File: config.mk
export PLATFORM = sky130hd
export DESIGN_NAME = fifo_wr_arbiter
export DESIGN_NICKNAME = d
export VERILOG_FILES = /design/src/rtl/fifo_wr_arbiter.sv
export SDC_FILE = /design/constraint.sdc
export NUM_CORES = 1
export LEC_CHECK = 0
export ABC_AREA = 1
export BUFFER_PORTS_ARGS = -buffer_cell sky130_fd_sc_hd__buf_2
export CORE_MARGIN = 2
export CORE_UTILIZATION = 48
export CTS_BUF_LIST = sky130_fd_sc_hd__clkbuf_8 sky130_fd_sc_hd__clkbuf_16
export CTS_CLUSTER_SIZE = 10
export DETAILED_ROUTE_END_ITERATION = 8
export PLACE_DENSITY = 0.84
export SLEW_MARGIN = 20
export SYNTH_ARGS = -nofsm -noshare
export SYNTH_HDL_FRONTEND = slang
export SYNTH_SLANG_ARGS = --single-unit
File: constraint.sdc
create_clock -name clk -period 2.8 [get_ports clk]
set_input_delay 0.56 -clock clk [delete_from_list [all_inputs] [get_ports clk]]
set_output_delay 0.56 -clock clk [all_outputs]
set_load 0.005 [all_outputs]
File: src/rtl/fifo_wr_arbiter.sv
// fifo_wr_arbiter: round-robin share of one sync-FIFO write port among NUM_REQ producers (FIFO_WR_ARB_ACK_CHK_EN adds a sticky write-ack checker).
// Latency: gnt is combinational in the grant cycle, fifo_wr_en/fifo_data_in are registered one cycle later; at most one grant per cycle.
// Backpressure: no grant while full or almostfull with a write in flight; the cycle that leaves STALL never grants.
module fifo_wr_arbiter #(
  parameter  int FIFO_WIDTH = 16,
  parameter  int NUM_REQ    = 4,
  localparam int ID_W       = $clog2(NUM_REQ)
) (
  input  logic                          clk,
  input  logic                          rst,
  input  logic [NUM_REQ-1:0]            req,
  input  logic [NUM_REQ*FIFO_WIDTH-1:0] req_data,
  output logic [NUM_REQ-1:0]            gnt,
  output logic [ID_W-1:0]               grant_id,
  input  logic                          fifo_full,
  input  logic                          fifo_almostfull,
  input  logic                          fifo_wr_ack,
  output logic                          fifo_wr_en,
  output logic [FIFO_WIDTH-1:0]         fifo_data_in,
  output logic                          busy,
  output logic                          err
);

  typedef enum logic [1:0] {
    IDLE  = 2'd0,
    RUN   = 2'd1,
    STALL = 2'd2
  } state_t;

  state_t                state;
  state_t                state_nxt;
  logic                  ok;
  logic                  any_req;
  logic                  grant;
  logic                  hi_vld;
  logic [ID_W-1:0]       hi_id;
  logic [ID_W-1:0]       lo_id;
  logic [ID_W-1:0]       win_id;
  logic [FIFO_WIDTH-1:0] win_data;

  // A write already registered on fifo_wr_en will consume the last free slot.
  assign ok      = !fifo_full && !(fifo_almostfull && fifo_wr_en);
  assign any_req = |req;

  // Lowest requester above grant_id wins, else wrap to the lowest requester overall.
  always_comb begin
    hi_vld = 1'b0;
    hi_id  = '0;
    lo_id  = '0;
    for (int k = NUM_REQ - 1; k >= 0; k--) begin
      if (req[k]) begin
        lo_id = ID_W'(k);
        if (k > int'(grant_id)) begin
          hi_vld = 1'b1;
          hi_id  = ID_W'(k);
        end
      end
    end
    win_id   = hi_vld ? hi_id : lo_id;
    win_data = req_data[win_id*FIFO_WIDTH +: FIFO_WIDTH];
  end

  always_comb begin
    state_nxt = state;
    grant     = 1'b0;
    case (state)
      IDLE: begin
        grant = any_req && ok;
        if (any_req) state_nxt = ok ? RUN : STALL;
      end
      RUN: begin
        grant = any_req && ok;
        if (!any_req)  state_nxt = IDLE;
        else if (!ok)  state_nxt = STALL;
      end
      STALL: begin
        if (!any_req)  state_nxt = IDLE;
        else if (ok)   state_nxt = RUN;
      end
      default: state_nxt = IDLE;
    endcase
    if (rst) grant = 1'b0;
  end

  assign gnt  = grant ? (NUM_REQ'(1) << win_id) : '0;
  assign busy = (state != IDLE);

  always_ff @(posedge clk) begin
    if (rst) begin
      state        <= IDLE;
      grant_id     <= ID_W'(NUM_REQ - 1);
      fifo_wr_en   <= 1'b0;
      fifo_data_in <= '0;
    end else begin
      state      <= state_nxt;
      fifo_wr_en <= grant;
      if (grant) begin
        grant_id     <= win_id;
        fifo_data_in <= win_data;
      end
    end
  end

`ifdef FIFO_WR_ARB_ACK_CHK_EN
  logic wr_en_d;
  logic err_q;

  // Sampled through reset too: a write issued in the reset cycle still lands and is acked.
  always_ff @(posedge clk) begin
    wr_en_d <= fifo_wr_en;
  end

  always_ff @(posedge clk) begin
    if (rst)                         err_q <= 1'b0;
    else if (wr_en_d != fifo_wr_ack) err_q <= 1'b1;
  end

  assign err = err_q;
`else
  logic unused_ack;
  assign unused_ack = fifo_wr_ack;
  assign err        = 1'b0;
`endif

endmodule
==> out/metrics.json <==
{
  "finalCriticalPeriod": {"value": 2.248, "unit": "ns"},
  "vias_per_cell": {"value": 4.680},
  "dp_worst_setup_slack": {"value": 0.5393, "unit": "ns"},
  "finalCritPeriodShare": {"value": 0.8027},
  "setup_ws": {"value": 0.5523, "unit": "ns"},
  "gpl.final_weighted_congestion": {"value": 0.7816},
  "clock_tree.buffer_depth": {"value": 2},
  "grt_first_pass_wirelength": {"value": 7665, "unit": "um"},
  "number_of_buffers_added_by_the_clock_tree_synthesis_step": {"value": 3},
  "drt-wirelength-per-cell": {"value": 9.941, "unit": "um"},
  "critPathRequiredTime": {"value": 2.24, "unit": "ns"},
  "worstReg2RegStart": {"value": "grant_id[1]"},
  "post_cts_hold_buffer_count": {"value": 0},
  "reg2regPathDepth": {"value": 11},
  "drc": {"value": 0},
  "port_buffers": {"value": 95},
  "detailroute.via_count": {"value": 2134},
  "drt-initial-drc-count": {"value": 122},
  "unrepaired_setup_endpoints_after_global_routing": {"value": "false"},
  "fin_skew": {"value": 0.002503, "unit": "ns"},
  "clock_insertion_delay_worst_skew": {"value": 0.25, "unit": "ns"},
  "cp_cell_sequence": {"value": "buf_2 -> o21bai_1 -> nand2_1 -> nand2_2 -> nand2_4 -> inv_2 -> nor2_2 -> inv_2 -> nor2_1 -> buf_2"},
  "gate_count_post_synth": {"value": 322},
  "worst_setup_path_category": {"value": "input pin to output port"},
  "start_util": {"value": 0.5150},
  "grt_pass1_vias": {"value": 1860},
  "yosysWarnings": {"value": 0},
  "finish.net_count": {"value": 484},
  "setup.worst_path.start": {"value": "req[1]"},
  "totalPowerFinal": {"value": 0.8712, "unit": "mW"},
  "rows": {"value": 21},
  "wl": {"value": 4533, "unit": "um"},
  "fp.dieArea": {"value": 0.004165, "unit": "mm2"},
  "post_route_cells_drive_above_1_share": {"value": 0.2927},
  "syn_to_final_growth": {"value": 29.16, "unit": "%"},
  "postSynthRegisterBits": {"value": 21},
  "max_freq": {"value": 444.9, "unit": "MHz"},
  "hold_path_class": {"value": "flip-flop to flip-flop"},
  "regToRegEndpoint": {"value": "fifo_data_in[10]"},
  "synth.yosys.seq_area_share": {"value": 0.2390},
  "power_density": {"value": 383.4, "unit": "mW/mm2"},
  "ioPinCount": {"value": 98},
  "peakVddDrop": {"value": 0.1881, "unit": "mV"},
  "max-cap-violations": {"value": 0},
  "drv_slew": {"value": 0},
  "fp.dieW": {"value": 64.54, "unit": "um"},
  "synth_cell_type_count": {"value": 22},
  "detail-route-antenna-nets": {"value": 0},
  "yosys.area.top_type_share": {"value": 0.2390},
  "cts_root_buffer": {"value": "sky130_fd_sc_hd__clkbuf_8"},
  "max_stage_delay": {"value": 0.28, "unit": "ns"},
  "hold_end": {"value": "state[1]"},
  "path_max_fanout": {"value": 33},
  "diodes": {"value": 0},
  "antenna_found_initial": {"value": 0},
  "critical_path.slowest_cell": {"value": "sky130_fd_sc_hd__nand2_4"},
  "total_global_routing_overflow": {"value": 0},
  "worstHoldStart": {"value": "fifo_wr_en"},
  "die_y": {"value": 64.54, "unit": "um"},
  "drt_first_pass_iters": {"value": 4},
  "cts_max_level": {"value": 1},
  "critical_path_arrival": {"value": 1.69, "unit": "ns"},
  "run_status": {"value": "completed"},
  "netlist_area": {"value": 0.001759, "unit": "mm2"},
  "setup_viol_count_final": {"value": 0},
  "netlist_top_cells_area": {"value": "sky130_fd_sc_hd__dfxtp_1 (24%), sky130_fd_sc_hd__nand3_1 (23%), sky130_fd_sc_hd__inv_1 (19%), sky130_fd_sc_hd__nand2_1 (15%), sky130_fd_sc_hd__nor2_1 (4.9%)"},
  "startpoint_class_of_the_critical_path": {"value": "input pin"},
  "hpwl": {"value": 3446, "unit": "um"},
  "regToRegSetupSlack": {"value": 1.26, "unit": "ns"},
  "endpoint_kind": {"value": "output port"},
  "power.leakage": {"value": 1.565, "unit": "nW"},
  "cell_type_with_the_largest_total_area_after_synthesis": {"value": "sky130_fd_sc_hd__dfxtp_1"},
  "setup_total_negative_slack": {"value": 0, "unit": "ns"},
  "post-cts-setup-buffers": {"value": 0},
  "standard_cell_core_area": {"value": 0.003416, "unit": "mm2"},
  "grt_util_all_layers": {"value": 0.2248},
  "finalHoldViolCount": {"value": 0},
  "post_cts_resized": {"value": 0},
  "final_core_utilization": {"value": 0.6652},
  "maximum_number_of_pins_on_one_net_before_global_route_repair": {"value": 34},
  "clk_pin_slew_worst_paths": {"value": 0.08, "unit": "ns"},
  "clock_sinks": {"value": 21},
  "cts_tree": {"value": "built"},
  "worst_hold_path.num_cells": {"value": 2},
  "syn-num-nets": {"value": 395},
  "average_cell_area_after_synthesis": {"value": 5.463, "unit": "um2"}
}
==> sequential cells by signal, indices dropped and copies added, names as in the netlist <==
name          count
fifo_data_in     16
fifo_wr_en        1
grant_id          2
state             2
==> worst max-delay path by stage <==
stage          endpoint  slack [ns]  depth (start not counted)
2_1_floorplan    gnt[0]        0.78                          9
3_3_place_gp     gnt[2]        0.57                         10
3_5_place_dp     gnt[0]        0.54                         10
4_1_cts          gnt[0]        0.54                         10
5_1_grt          gnt[2]        0.42                         11
6_report         gnt[0]        0.55                         10
==> cells in the final DEF (no fill, tap or decap), drive strengths merged <==
| cell | n |
|---|---|
| a21oi | 1 |
| a31oi | 2 |
| buf | 99 |
| clkbuf | 3 |
| clkinv | 1 |
| conb | 1 |
| dfxtp | 21 |
| inv | 96 |
| nand2 | 74 |
| nand3 | 83 |
| nor2 | 27 |
| o21ai | 1 |
| o21bai | 1 |
==> per-layer routing <==
metal | track usage | wire [um]
met1 | 0.2663 | 1996
met2 | 0.4180 | 2218
met3 | 0.03472 | 261
met4 | 0.06117 | 55
met5 | 0 | 0
==> layout make-up <==
type	instances	area (um2)
clock buffer	3	41.29
multi-input combinational	190	882.1
clock inverter	1	3.754
sequential	21	420.4
tap	46	57.56
fill	369	1144
timing repair buffer	99	505.5
inverter	96	361.6
==> critical path: cells and delay by family <==
| kind | cells | cell delay [ns] |
|---|---|---|
| simple gates | 5 | 0.63 |
| compound gates | 1 | 0.14 |
| buf+inv | 4 | 0.35 |
==> cell usage after synthesis <==
cell type,count
sky130_fd_sc_hd__clkinv_2,1
sky130_fd_sc_hd__buf_6,3
sky130_fd_sc_hd__conb_1,1
sky130_fd_sc_hd__nor2_8,1
sky130_fd_sc_hd__dfxtp_1,21
sky130_fd_sc_hd__o21bai_1,1
sky130_fd_sc_hd__nand3_2,2
sky130_fd_sc_hd__nand2_1,70
sky130_fd_sc_hd__a21oi_1,1
sky130_fd_sc_hd__a31oi_1,2
sky130_fd_sc_hd__nand3_1,81
sky130_fd_sc_hd__buf_2,10
sky130_fd_sc_hd__nand2_4,1
sky130_fd_sc_hd__clkbuf_1,1
sky130_fd_sc_hd__inv_2,7
sky130_fd_sc_hd__buf_4,1
sky130_fd_sc_hd__o21ai_0,1
sky130_fd_sc_hd__inv_1,88
sky130_fd_sc_hd__nor2_1,23
sky130_fd_sc_hd__nor2_4,1
sky130_fd_sc_hd__nor2_2,2
sky130_fd_sc_hd__nand2_2,3
==> cell families (layout without fill, tap and decap cells) <==
kind of cell    count (synthesis)  count (layout)  share of synthesized area
compound gates                  5               5                    0.01706
buf+inv                       111             199                     0.2596
flops                          21              21                     0.2390
other cells                     1               1                   0.002132
simple gates                  184             184                     0.4822
==> where the power goes <==
group	switching, mW	internal, mW	total [mW]
clock	0.0955	0.0975	0.193
sequential	0.0127	0.323	0.336
combinational	0.204	0.138	0.342
total	0.313	0.559	0.871
==> per-stage QoR <==
| stage | std cells | instance area [um2] | hold WS, ns |
|---|---|---|---|
| 4_1_cts | 456 | 2272 | 0.4989 |
| 5_1_grt | 456 | 2272 | 0.5312 |
| 6_report | 456 | 2272 | 0.5003 |
| 3_5_place_dp | 452 | 2227 | 0.4826 |
| 2_1_floorplan | 322 | 1759 | 0.4740 |
| 3_3_place_gp | 452 | 2227 | 0.4836 |
Power figures use the tool's default switching activity.
